[config.mk]
export PLATFORM = sky130hd
export DESIGN_NAME = mem_bus_ctrl_flat
export DESIGN_NICKNAME = d
export VERILOG_FILES = /design/src/rtl/mem_bus_ctrl_pkg.sv /design/src/rtl/mem_bus_ctrl_if.sv /design/src/rtl/mem_bus_arb.sv /design/src/rtl/mem_bus_ctrl.sv /design/src/flat_wrapper.sv
export SDC_FILE = /design/constraint.sdc
export NUM_CORES = 1
export LEC_CHECK = 0
export ABC_AREA = 0
export CAP_MARGIN = 20
export CORE_MARGIN = 2
export CORE_UTILIZATION = 40
export CTS_CLUSTER_SIZE = 24
export DETAILED_ROUTE_END_ITERATION = 10
export GPL_TIMING_DRIVEN = 0
export PLACE_DENSITY = 0.92
export SETUP_SLACK_MARGIN = 0.5
export SYNTH_ARGS = -nofsm -noshare
export SYNTH_HDL_FRONTEND = slang
export SYNTH_HIERARCHICAL = 1
export SYNTH_SLANG_ARGS = --single-unit
[constraint.sdc]
create_clock -name clk -period 2 [get_ports clk]
set_input_delay 0.3 -clock clk [delete_from_list [all_inputs] [get_ports clk]]
set_output_delay 0.3 -clock clk [all_outputs]
set_load 0.01 [all_outputs]
[src/rtl/mem_bus_ctrl_pkg.sv]
// Shared encodings for the motherboard bus controller: FSM states, grant
// identities and the bit positions used on mobo_ctrl / mobo_stat.
// Imported by the arbiter and the controller top.
package mem_bus_ctrl_pkg;

  typedef enum logic [1:0] {
    ST_IDLE = 2'd0,
    ST_BUS  = 2'd1,
    ST_DONE = 2'd2
  } state_t;

  // Grant identity; also the bit index in the arbiter's one-hot grant.
  typedef enum logic {
    GNT_F = 1'b0,
    GNT_D = 1'b1
  } grant_t;

  localparam int CTRL_RD    = 0;
  localparam int CTRL_WR    = 1;
  localparam int STAT_READY = 0;
  localparam int STAT_ERROR = 1;

endpackage

[src/rtl/mem_bus_ctrl_if.sv]
// Requester handshakes (fetch port F, data port D) plus the motherboard bus pins.
// The controller uses the slave modport.
// The master modport is the CPU/board side.
interface mem_bus_ctrl_if #(
  parameter int word_width = 32
);
  logic                  f_req;
  logic [word_width-1:0] f_addr;
  logic                  f_ack;
  logic                  f_err;
  logic [word_width-1:0] f_rdata;

  logic                  d_req;
  logic                  d_we;
  logic [word_width-1:0] d_addr;
  logic [word_width-1:0] d_wdata;
  logic                  d_ack;
  logic                  d_err;
  logic [word_width-1:0] d_rdata;

  logic [word_width-1:0] mobo_ctrl;
  logic [word_width-1:0] mobo_stat;
  logic [word_width-1:0] addr;
  logic [word_width-1:0] data_out;
  logic [word_width-1:0] data_in;

  modport slave (
    input  f_req, f_addr, d_req, d_we, d_addr, d_wdata, mobo_stat, data_in,
    output f_ack, f_err, f_rdata, d_ack, d_err, d_rdata, mobo_ctrl, addr, data_out
  );

  modport master (
    output f_req, f_addr, d_req, d_we, d_addr, d_wdata, mobo_stat, data_in,
    input  f_ack, f_err, f_rdata, d_ack, d_err, d_rdata, mobo_ctrl, addr, data_out
  );
endinterface

[src/rtl/mem_bus_arb.sv]
// Two-input round-robin arbiter (F vs D) with one-hot grant (bit0 = F, bit1 = D).
// Grant is combinational from req and last_grant; last_grant registers when en is high.
// On a tie the requester that did not win last time is granted; last_grant resets to F.
module mem_bus_arb
  import mem_bus_ctrl_pkg::*;
(
  input  logic       clk,
  input  logic       rst,
  input  logic       en,
  input  logic       req_f,
  input  logic       req_d,
  output logic [1:0] grant
);

  grant_t last_grant;

  // Pick a winner: single requester wins outright, a tie goes to the other side.
  always_comb begin
    grant = 2'b00;
    if (req_f && req_d) begin
      grant = (last_grant == GNT_F) ? 2'b10 : 2'b01;
    end else if (req_d) begin
      grant = 2'b10;
    end else if (req_f) begin
      grant = 2'b01;
    end
  end

  // Remember who won, only when the controller actually takes the grant.
  always_ff @(posedge clk or negedge rst) begin
    if (!rst) begin
      last_grant <= GNT_F;
    end else if (en && (grant != 2'b00)) begin
      last_grant <= grant[GNT_D] ? GNT_D : GNT_F;
    end
  end

endmodule

[src/rtl/mem_bus_ctrl.sv]
// Shares one motherboard bus between fetch (F, read-only) and data (D) requesters.
// Latency: grant at edge N, READY at N+1 gives ack in the following cycle; 3-cycle minimum period.
// Waits for READY up to `timeout` BUS cycles, then aborts with err; requesters hold req until ack.
module mem_bus_ctrl
  import mem_bus_ctrl_pkg::*;
#(
  parameter int word_width = 32,
  parameter int timeout    = 255,
  parameter int to_width   = 8
) (
  input logic           clk,
  input logic           rst,
  mem_bus_ctrl_if.slave bus
);

  localparam logic [to_width-1:0] TO_LAST = to_width'(timeout - 1);

  state_t                state;
  logic                  gnt_d_q;
  logic                  we_q;
  logic [to_width-1:0]   cnt;
  logic [1:0]            grant;
  logic                  d_write;
  logic [word_width-1:0] strobe_nxt;
  logic                  unused_stat;

  assign unused_stat = ^bus.mobo_stat[word_width-1:2];

  mem_bus_arb u_arb (
    .clk   (clk),
    .rst   (rst),
    .en    (state == ST_IDLE),
    .req_f (bus.f_req),
    .req_d (bus.d_req),
    .grant (grant)
  );

  // Direction and strobe for the transaction about to be granted.
  always_comb begin
    d_write    = grant[GNT_D] && bus.d_we;
    strobe_nxt = '0;
    if (d_write) begin
      strobe_nxt[CTRL_WR] = 1'b1;
    end else begin
      strobe_nxt[CTRL_RD] = 1'b1;
    end
  end

  // Transaction FSM; every output is a register updated here.
  always_ff @(posedge clk or negedge rst) begin
    if (!rst) begin
      state        <= ST_IDLE;
      gnt_d_q      <= 1'b0;
      we_q         <= 1'b0;
      cnt          <= '0;
      bus.f_ack    <= 1'b0;
      bus.f_err    <= 1'b0;
      bus.f_rdata  <= '0;
      bus.d_ack    <= 1'b0;
      bus.d_err    <= 1'b0;
      bus.d_rdata  <= '0;
      bus.mobo_ctrl <= '0;
      bus.addr     <= '0;
      bus.data_out <= '0;
    end else begin
      case (state)
        ST_IDLE: begin
          if (grant != 2'b00) begin
            gnt_d_q       <= grant[GNT_D];
            we_q          <= d_write;
            bus.addr      <= grant[GNT_D] ? bus.d_addr : bus.f_addr;
            bus.data_out  <= d_write ? bus.d_wdata : '0;
            bus.mobo_ctrl <= strobe_nxt;
            cnt           <= '0;
            state         <= ST_BUS;
          end
        end
        ST_BUS: begin
          if (bus.mobo_stat[STAT_READY]) begin
            bus.mobo_ctrl <= '0;
            if (gnt_d_q) begin
              bus.d_ack <= 1'b1;
              bus.d_err <= bus.mobo_stat[STAT_ERROR];
              if (!we_q) bus.d_rdata <= bus.data_in;
            end else begin
              bus.f_ack   <= 1'b1;
              bus.f_err   <= bus.mobo_stat[STAT_ERROR];
              bus.f_rdata <= bus.data_in;
            end
            state <= ST_DONE;
          end else if (cnt == TO_LAST) begin
            // Abort: report error, leave rdata as it was.
            bus.mobo_ctrl <= '0;
            if (gnt_d_q) begin
              bus.d_ack <= 1'b1;
              bus.d_err <= 1'b1;
            end else begin
              bus.f_ack <= 1'b1;
              bus.f_err <= 1'b1;
            end
            state <= ST_DONE;
          end else begin
            cnt <= cnt + 1'b1;
          end
        end
        ST_DONE: begin
          bus.f_ack <= 1'b0;
          bus.f_err <= 1'b0;
          bus.d_ack <= 1'b0;
          bus.d_err <= 1'b0;
          state     <= ST_IDLE;
        end
        default: state <= ST_IDLE;
      endcase
    end
  end

endmodule

[src/flat_wrapper.sv]
// flat-port wrapper written by rule: the top's interface ports become plain ports
module mem_bus_ctrl_flat import mem_bus_ctrl_pkg::*;
#(
  parameter int word_width = 32,
  parameter int timeout    = 255,
  parameter int to_width   = 8
)
  (clk, rst, bus_f_req, bus_f_addr, bus_d_req, bus_d_we, bus_d_addr, bus_d_wdata, bus_mobo_stat, bus_data_in, bus_f_ack, bus_f_err, bus_f_rdata, bus_d_ack, bus_d_err, bus_d_rdata, bus_mobo_ctrl, bus_addr, bus_data_out);
  mem_bus_ctrl_if #(.word_width(word_width)) bus_i ();
  input logic clk;
  input logic rst;
  input wire logic [$bits(bus_i.f_req)-1:0] bus_f_req;
  input wire logic [$bits(bus_i.f_addr)-1:0] bus_f_addr;
  input wire logic [$bits(bus_i.d_req)-1:0] bus_d_req;
  input wire logic [$bits(bus_i.d_we)-1:0] bus_d_we;
  input wire logic [$bits(bus_i.d_addr)-1:0] bus_d_addr;
  input wire logic [$bits(bus_i.d_wdata)-1:0] bus_d_wdata;
  input wire logic [$bits(bus_i.mobo_stat)-1:0] bus_mobo_stat;
  input wire logic [$bits(bus_i.data_in)-1:0] bus_data_in;
  output wire logic [$bits(bus_i.f_ack)-1:0] bus_f_ack;
  output wire logic [$bits(bus_i.f_err)-1:0] bus_f_err;
  output wire logic [$bits(bus_i.f_rdata)-1:0] bus_f_rdata;
  output wire logic [$bits(bus_i.d_ack)-1:0] bus_d_ack;
  output wire logic [$bits(bus_i.d_err)-1:0] bus_d_err;
  output wire logic [$bits(bus_i.d_rdata)-1:0] bus_d_rdata;
  output wire logic [$bits(bus_i.mobo_ctrl)-1:0] bus_mobo_ctrl;
  output wire logic [$bits(bus_i.addr)-1:0] bus_addr;
  output wire logic [$bits(bus_i.data_out)-1:0] bus_data_out;
  assign bus_i.f_req = bus_f_req;
  assign bus_i.f_addr = bus_f_addr;
  assign bus_i.d_req = bus_d_req;
  assign bus_i.d_we = bus_d_we;
  assign bus_i.d_addr = bus_d_addr;
  assign bus_i.d_wdata = bus_d_wdata;
  assign bus_i.mobo_stat = bus_mobo_stat;
  assign bus_i.data_in = bus_data_in;
  assign bus_f_ack = bus_i.f_ack;
  assign bus_f_err = bus_i.f_err;
  assign bus_f_rdata = bus_i.f_rdata;
  assign bus_d_ack = bus_i.d_ack;
  assign bus_d_err = bus_i.d_err;
  assign bus_d_rdata = bus_i.d_rdata;
  assign bus_mobo_ctrl = bus_i.mobo_ctrl;
  assign bus_addr = bus_i.addr;
  assign bus_data_out = bus_i.data_out;
  mem_bus_ctrl #(.word_width(word_width), .timeout(timeout), .to_width(to_width)) u_core (.clk(clk), .rst(rst), .bus(bus_i));
endmodule
==> results of run 1 <==
## worst max-delay path: cells and delay by family, from the launching register on
| kind | cells | cell delay (ns) |
|---|---|---|
| flip-flops | 1 | 0.42 |
| adder cells (fa/ha/maj) | 1 | 0.15 |
| AO/OA/AOI/OAI | 2 | 0.33 |
| buffers and inverters | 3 | 0.33 |
| AND/OR/NAND/NOR | 2 | 0.45 |
## power groups by stage
| stage | combinational (mW) | sequential [mW] | clock, mW |
|---|---|---|---|
| finish | 8.70 | 5.26 | 3.34 |
| CTS | 7.07 | 5.11 | 3.36 |
| floorplan | 2.42 | 5.67 | 0 |
| detailed placement | 6.70 | 5.15 | 0 |
| global placement | 6.53 | 5.09 | 0 |
| global route | 9.16 | 5.38 | 3.50 |
## metal layers
metal,wire [um],GRT usage
met2,11700,0.402
met1,8030,0.258
met5,0,0
met4,817,0.119
met3,1700,0.0727
## what timing repair did
action | 4_1_cts | 5_1_grt
cloned | 8 | 9
pin swaps | 30 | 55
resized for setup | 245 | 142
setup endpoints to repair | 277 | 146
hold endpoints to repair | 63 | 0
buffers inserted | 30 | 18
hold buffers | 1 | 0
## layout by cell type, fill, tap and decap left out, types with 3 or more instances in the layout
cell type / netlist / routed
bufinv_16: 0 / 3
inv_1: 8 / 4
o211ai_1: 3 / 3
nor2_1: 9 / 6
nand2_4: 0 / 15
dfrtp_1: 147 / 146
a22o_1: 34 / 34
a21oi_1: 5 / 4
buf_12: 0 / 7
mux2_4: 0 / 22
clkinvlp_4: 0 / 3
o21ai_2: 1 / 24
mux2_2: 64 / 42
mux2i_2: 0 / 3
clkdlybuf4s50_1: 0 / 133
nand2_1: 47 / 17
o21ai_0: 35 / 3
a31oi_1: 5 / 4
inv_6: 0 / 5
a21o_1: 4 / 4
clkbuf_8: 0 / 3
nand2_2: 1 / 15
o21ai_1: 0 / 8
buf_4: 35 / 61
buf_8: 0 / 22
nand4_1: 4 / 4
buf_6: 2 / 17
ha_4: 0 / 3
inv_2: 0 / 3
clkbuf_16: 0 / 27
nand3_1: 11 / 8
mux2i_1: 32 / 28
conb_1: 1 / 30
buf_16: 0 / 5
nand3b_1: 3 / 3
dlygate4sd2_1: 0 / 133
## through the flow
stage,area (sq um),power [mW],TNS [ns],cells,util
3_5_place_dp,9430,11.8,-21.13,1008,0.616
2_1_floorplan,6450,8.09,0,528,-
6_report,11500,17.3,0,1107,0.749
3_3_place_gp,9400,11.6,-778.47,1007,0.614
4_1_cts,10600,15.5,0,1079,0.693
5_1_grt,11500,18.0,0,1107,0.749
## final cells by class
cell class / instances / share of cell area
Buffer: 58 / 0.0556
Timing Repair Buffer: 335 / 0.298
Clock inverter: 13 / 0.0148
Inverter: 8 / 0.00371
Clock buffer: 19 / 0.0386
Tap cell: 211 / 0.0230
Sequential cell: 147 / 0.321
Multi-Input combinational cell: 315 / 0.245
Antenna cell: 1 / 0.000218
## cells by family after synthesis
logic type	share of synthesized area
mux	0.165
simple gates	0.0656
compound gates	0.109
fa+ha+maj	0.00994
flops	0.584
other cells	0.000596
buf+inv	0.0650
## worst max path at each step
stage,slack (ns),cells past startpoint,to
final,0.20,8,u_core/bus.mobo_ctrl[0]
after global routing,0.13,8,u_core/bus.mobo_ctrl[0]
after floorplan,0.27,8,u_core/bus.mobo_ctrl[0]
after CTS,0.26,6,u_core/bus.d_rdata[5]
after detailed placement,-0.49,7,u_core/bus.data_out[22]
after global placement,-5.18,1,u_core/bus.data_out[24]
## sequential cells by signal, indices dropped and copies added, names as in the netlist
signal / cells
u_core/gnt_d_q: 1
u_core/bus.d_rdata: 32
u_core/bus.f_ack: 1
u_core/state: 2
u_core/bus.d_ack: 1
u_core/bus.f_err: 1
u_core/u_arb/last_grant: 1
u_core/bus.addr: 32
u_core/bus.data_out: 32
u_core/bus.d_err: 1
u_core/bus.f_rdata: 32
u_core/we_q: 1
u_core/cnt: 8
u_core/bus.mobo_ctrl: 2
==> flow_summary_export.csv, run 1 <==
group,metric,value,unit
run_status,status,"finished, final reports clean",
final_layout,area_delta_synth_final,82.2,%
detailed_routing,via_per_inst,5.09,
worst_setup_path,critPathMostFrequentCell,"buf_6",
worst_setup_path,r2r-end,"u_core/bus.mobo_ctrl[0]",
cts,tritoncts,"done",
hold_path,hp-class,"in -> async",
worst_setup_path,timing.critical_path.required,2.31,ns
die,rows,45,
detailed_routing,vias,5640,
power,power_frac_comb,0.503,
sta,slew_headroom,0.599,
global_route,grtUsageTotal,0.232,
power,internal_power,11.2,mW
synth,yosysWarningCount,6,
worst_setup_path,crit_chain,"inv_2 > ha_4 > buf_6 > or3b_1 > buf_6 > o21ai_4 > nor2_1 > a22o_1",
global_route,overflow,0,
die,fp.dieW,129,um
sta,rsz0062_at_grt,"true",
detailed_routing,final_antenna_net_count,0,
synth,synth-edff-count,0,
place,gp_congestion,0.865,
cts,cts_root_buffer,"clkbuf_16",
die,start_util,0.411,
place,place_hpwl,13.3,mm
worst_setup_path,critPathSlowestCell,"dfrtp_2",
cts,clk_pin_slew_worst_paths,0.06,ns
worst_setup_path,crit_arrival,2.10,ns
worst_setup_path,r2r_slack,0.20,ns
detailed_routing,route.detailed.drc,0,
detailed_routing,wl,22.3,mm
power,switching_share,0.353,
job,drv_cap,0,
sta,min_period,1.80,ns
cts,h-tree-depth,4,
synth,syn_area_per_cell,12.6,sq um
synth,synth_area,0.00629,sq mm
worst_setup_path,worstRegToRegCells,8,
final_layout,drive_gt1_frac,0.339,
synth,synth_flop_cell,"dfrtp_1",
worst_setup_path,critPathLaunchType,"flip-flop",
sta,hold_viol_final,0,
sta,setup_ws,0.205,ns
worst_setup_path,timing.rr.start,"u_core/state[0]",
die,io_pins,329,
sta,fin_crit_sh,0.898,
power,clkPwrFrac,0.193,
final_layout,final-seq-area,0.00368,sq mm
final_layout,multi_input_area,0.00281,sq mm
synth,synth_cells,499,
cts,clockBufferDepth,2,
power,ir_drop,0.877,mV
global_route,grt_pass1_wl,29.7,mm
power,sequentialPowerShare,0.304,
synth,synth-seq-cells,147,
global_route,antenna_found_initial,1,
worst_setup_path,critPathLaunch,"u_core/state[0]",
die,core_area,0.0153,sq mm
power,p_leak,5.59,nW
synth,synth_common_cells,"147 x dfrtp_1, 64 x mux2_2, 47 x nand2_1",
power,power_density,1510,mW/mm^2
worst_setup_path,endpoint_kind,"flip-flop",
sta,setup_viol,0,
final_layout,fin_nets,1052,
place,portBuffers,268,
synth,ys_types,41,
sta,skew,0.0112,ns
synth,yosysTopAreaCellShare,0.584,
sta,fmax,557,MHz
die,design.die.area,0.0168,sq mm
detailed_routing,drtIter0Drc,247,
global_route,grt_max_degree,85,
sta,holdWs,0.446,ns
sta,tightest_slew,0.601,ns
sta,maxSlewViolCount,0,
die,die_h,129,um
place,post-place-ws,-0.487,ns
synth,ys_seq_area_frac,0.584,
worst_setup_path,critPathKind,"reg -> reg",
synth,synth_area_leaders,"dfrtp_1 58%, mux2_2 11%, mux2i_1 5.1%",
global_route,grt_pass1_vias,5640,
cts,clk_latency,0.43,ns
synth,synthArstFlopShare,1.00,
synth,synth_most_common_cell,"dfrtp_1",
power,switchingPower,6.10,mW
cts,cts_buffers,17,
worst_setup_path,crit_path_max_incr_delay,0.42,ns
worst_setup_path,crit_fanout,8,
synth,synth_top_cell_by_area,"dfrtp_1",
cts,clkSinkCount,147,
final_layout,n_fill_cell,920,
detailed_routing,firstDrtPassIters,4,
detailed_routing,wl_per_cell,20.1,um
Note: power is estimated with default switching activity, not from simulation.
==> inputs of run 2 (changes only) <==
--- a/config.mk
+++ b/config.mk
@@ -8,12 +8,13 @@
 export ABC_AREA = 0
 export CAP_MARGIN = 20
 export CORE_MARGIN = 2
-export CORE_UTILIZATION = 40
+export CORE_UTILIZATION = 25
 export CTS_CLUSTER_SIZE = 24
 export DETAILED_ROUTE_END_ITERATION = 10
 export GPL_TIMING_DRIVEN = 0
-export PLACE_DENSITY = 0.92
+export PLACE_DENSITY = 0.66
 export SETUP_SLACK_MARGIN = 0.5
+export SLEW_MARGIN = 20
 export SYNTH_ARGS = -nofsm -noshare
 export SYNTH_HDL_FRONTEND = slang
 export SYNTH_HIERARCHICAL = 1
==> flow_summary_export.csv, run 2 (synthesized netlist as in run 1, its figures left out) <==
group,metric,value,unit
run_status,status,"finished, final reports clean",
final_layout,mostFrequentLayoutCells,"147 x dfrtp_1, 135 x dlygate4sd2_1, 132 x clkdlybuf4s50_1",
power,power_density,1430,mW/mm^2
global_route,grt_max_degree,82,
worst_setup_path,crit_arrival,2.12,ns
detailed_routing,route.detailed.drc,0,
place,gp_congestion,0.768,
power,p_leak,5.38,nW
die,start_util,0.252,
detailed_routing,final_antenna_net_count,0,
power,clkPwrFrac,0.198,
power,switching_share,0.352,
worst_setup_path,crit_fanout,8,
detailed_routing,drtIter0Drc,271,
worst_setup_path,crit_buf_inv,3,
final_layout,fin_nets,1039,
final_layout,antenna_cells,0,
cts,cts_root_buffer,"clkbuf_16",
die,design.die.area,0.0265,sq mm
power,ir_drop,0.506,mV
place,place_hpwl,13.2,mm
cts,clk_pin_slew_worst_paths,0.07,ns
sta,hold_viol_final,0,
worst_setup_path,critPathLaunchType,"flip-flop",
final_layout,fin_area,0.0113,sq mm
cts,clkSinkCount,147,
global_route,grt_pass1_wl,28.7,mm
final_layout,final_common_cell,"dfrtp_1",
worst_setup_path,critPathSlowestCell,"or4b_1",
die,fp.dieW,163,um
power,internal_power,10.5,mW
die,core_area,0.0250,sq mm
worst_setup_path,crit_chain,"inv_2 > ha_4 > buf_6 > or3b_1 > buf_6 > o21ai_4 > or4b_1 > nand3_1",
sta,rsz0062_at_grt,"true",
die,io_pins,329,
detailed_routing,wl_per_cell,16.2,um
worst_setup_path,critPathMostFrequentCell,"buf_6",
place,dpl-instance-area,0.00958,sq mm
worst_setup_path,timing.critical_path.required,2.35,ns
detailed_routing,wl,19.6,mm
worst_setup_path,endpoint_kind,"flip-flop",
detailed_routing,vias,5234,
cts,h-tree-depth,4,
final_layout,area_delta_synth_final,79.3,%
cts,clk_latency,0.42,ns
final_layout,stdcell_count,1212,
place,placedCellCount,1127,
sta,min_period,1.76,ns
hold_path,hp-class,"in -> reg",
sta,holdWs,0.416,ns
sta,setup_viol,0,
worst_setup_path,crit_path_max_incr_delay,0.51,ns
die,rows,58,
power,power_frac_comb,0.484,
cts,clockBufferDepth,2,
job,drv_cap,0,
worst_setup_path,critPathKind,"reg -> reg",
worst_setup_path,crit_family,"simple AND/OR/NAND/NOR gates",
place,portBuffers,268,
sta,fin_crit_sh,0.882,
final_layout,drive_gt1_frac,0.317,
sta,maxSlewViolCount,0,
sta,slew_headroom,0.635,
cts,cts_buffers,17,
sta,skew,0.0119,ns
global_route,antenna_found_initial,0,
power,switchingPower,5.69,mW
cts,tritoncts,"done",
die,die_h,163,um
sta,tightest_slew,0.547,ns
global_route,grtUsageTotal,0.140,
sta,fmax,567,MHz
detailed_routing,via_per_inst,4.32,
detailed_routing,firstDrtPassIters,4,
global_route,grt_pass1_vias,5231,
power,sequentialPowerShare,0.318,
global_route,overflow,0,
==> run 2: changes by cell type in the layout (fill, tap and decap cells not counted), moves of 3 or more <==
cell | previous run | this run
mux2i_1 | 28 | 31
buf_8 | 22 | 9
nand2_4 | 15 | 12
mux2_2 | 42 | 64
buf_12 | 7 | 14
mux2_4 | 22 | 0
nand2_2 | 15 | 19
buf_4 | 61 | 54
==> run 2: path summary, 6_finish.rpt <==
path                            cells past startpoint                from  slack, ns                       to
worst min register to register                      2  u_core/bus.addr[0]       0.48       u_core/bus.addr[0]
worst max-delay path                                8     u_core/state[0]       0.24            u_core/cnt[3]
worst min-delay path                                3           bus_d_req       0.42  u_core/u_arb/last_grant
worst max register to register                      8     u_core/state[0]       0.24            u_core/cnt[3]
max in group asynchronous                           3                 rst       0.78   u_core/bus.data_out[2]
min in group asynchronous                           2                 rst       0.43   u_core/bus.d_rdata[28]
==> run 2: final cells by class <==
class	count	area [sq um]
fill	2373	13700
sequential	147	3680
timing repair buffer	322	3300
multi-input combinational	315	2660
buffer	58	626
clock buffer	19	443
tap	330	413
clock inverter	13	138
inverter	8	32.5
==> run 2: per-stage QoR <==
step | worst slack, ns | power, mW | setup TNS [ns] | utilization
floorplan | 0.273 | 8.09 | 0 | -
global placement | -5.59 | 11.8 | -851.10 | 0.382
detailed placement | -0.648 | 11.9 | -34.04 | 0.384
CTS | 0.249 | 15.0 | 0 | 0.425
global route | 0.148 | 17.1 | 0 | 0.452
finish | 0.236 | 16.1 | 0 | 0.452
==> run 2: timing repair <==
| action | 4_1_cts | 5_1_grt |
|---|---|---|
| hold endpoints to repair | 66 | 0 |
| setup buffers | 28 | 9 |
| gates cloned | 5 | 10 |
| hold buffers | 1 | 0 |
| resized for setup | 201 | 132 |
| pin swaps | 8 | 52 |
| setup endpoints to repair | 279 | 145 |
==> run 2: power by group through the flow <==
stage / registers (mW) / logic, mW / clock network, mW
finish: 5.13 / 7.82 / 3.20
global route: 5.31 / 8.36 / 3.48
CTS: 5.03 / 6.67 / 3.32
detailed placement: 5.10 / 6.75 / 0
global placement: 5.09 / 6.66 / 0
floorplan: 5.67 / 2.42 / 0
==> run 2: layer usage <==
| layer | vias to the layer above | GRT usage | wire (um) |
|---|---|---|---|
| met5 | - | 0 | 0 |
| met4 | 0 | 0.0398 | 218 |
| met3 | 13 | 0.0601 | 1760 |
| met2 | 219 | 0.235 | 9660 |
| met1 | 2516 | 0.165 | 8000 |
| li1 | 2486 | - | - |
==> run 2: worst reg2reg max path, stage by stage, from the launching register on <==
cell     delay (ns)
dfrtp_1        0.41
inv_2          0.07
ha_4           0.17
buf_6          0.12
or3b_1         0.16
buf_6          0.10
o21ai_4        0.08
or4b_1         0.51
nand3_1        0.08
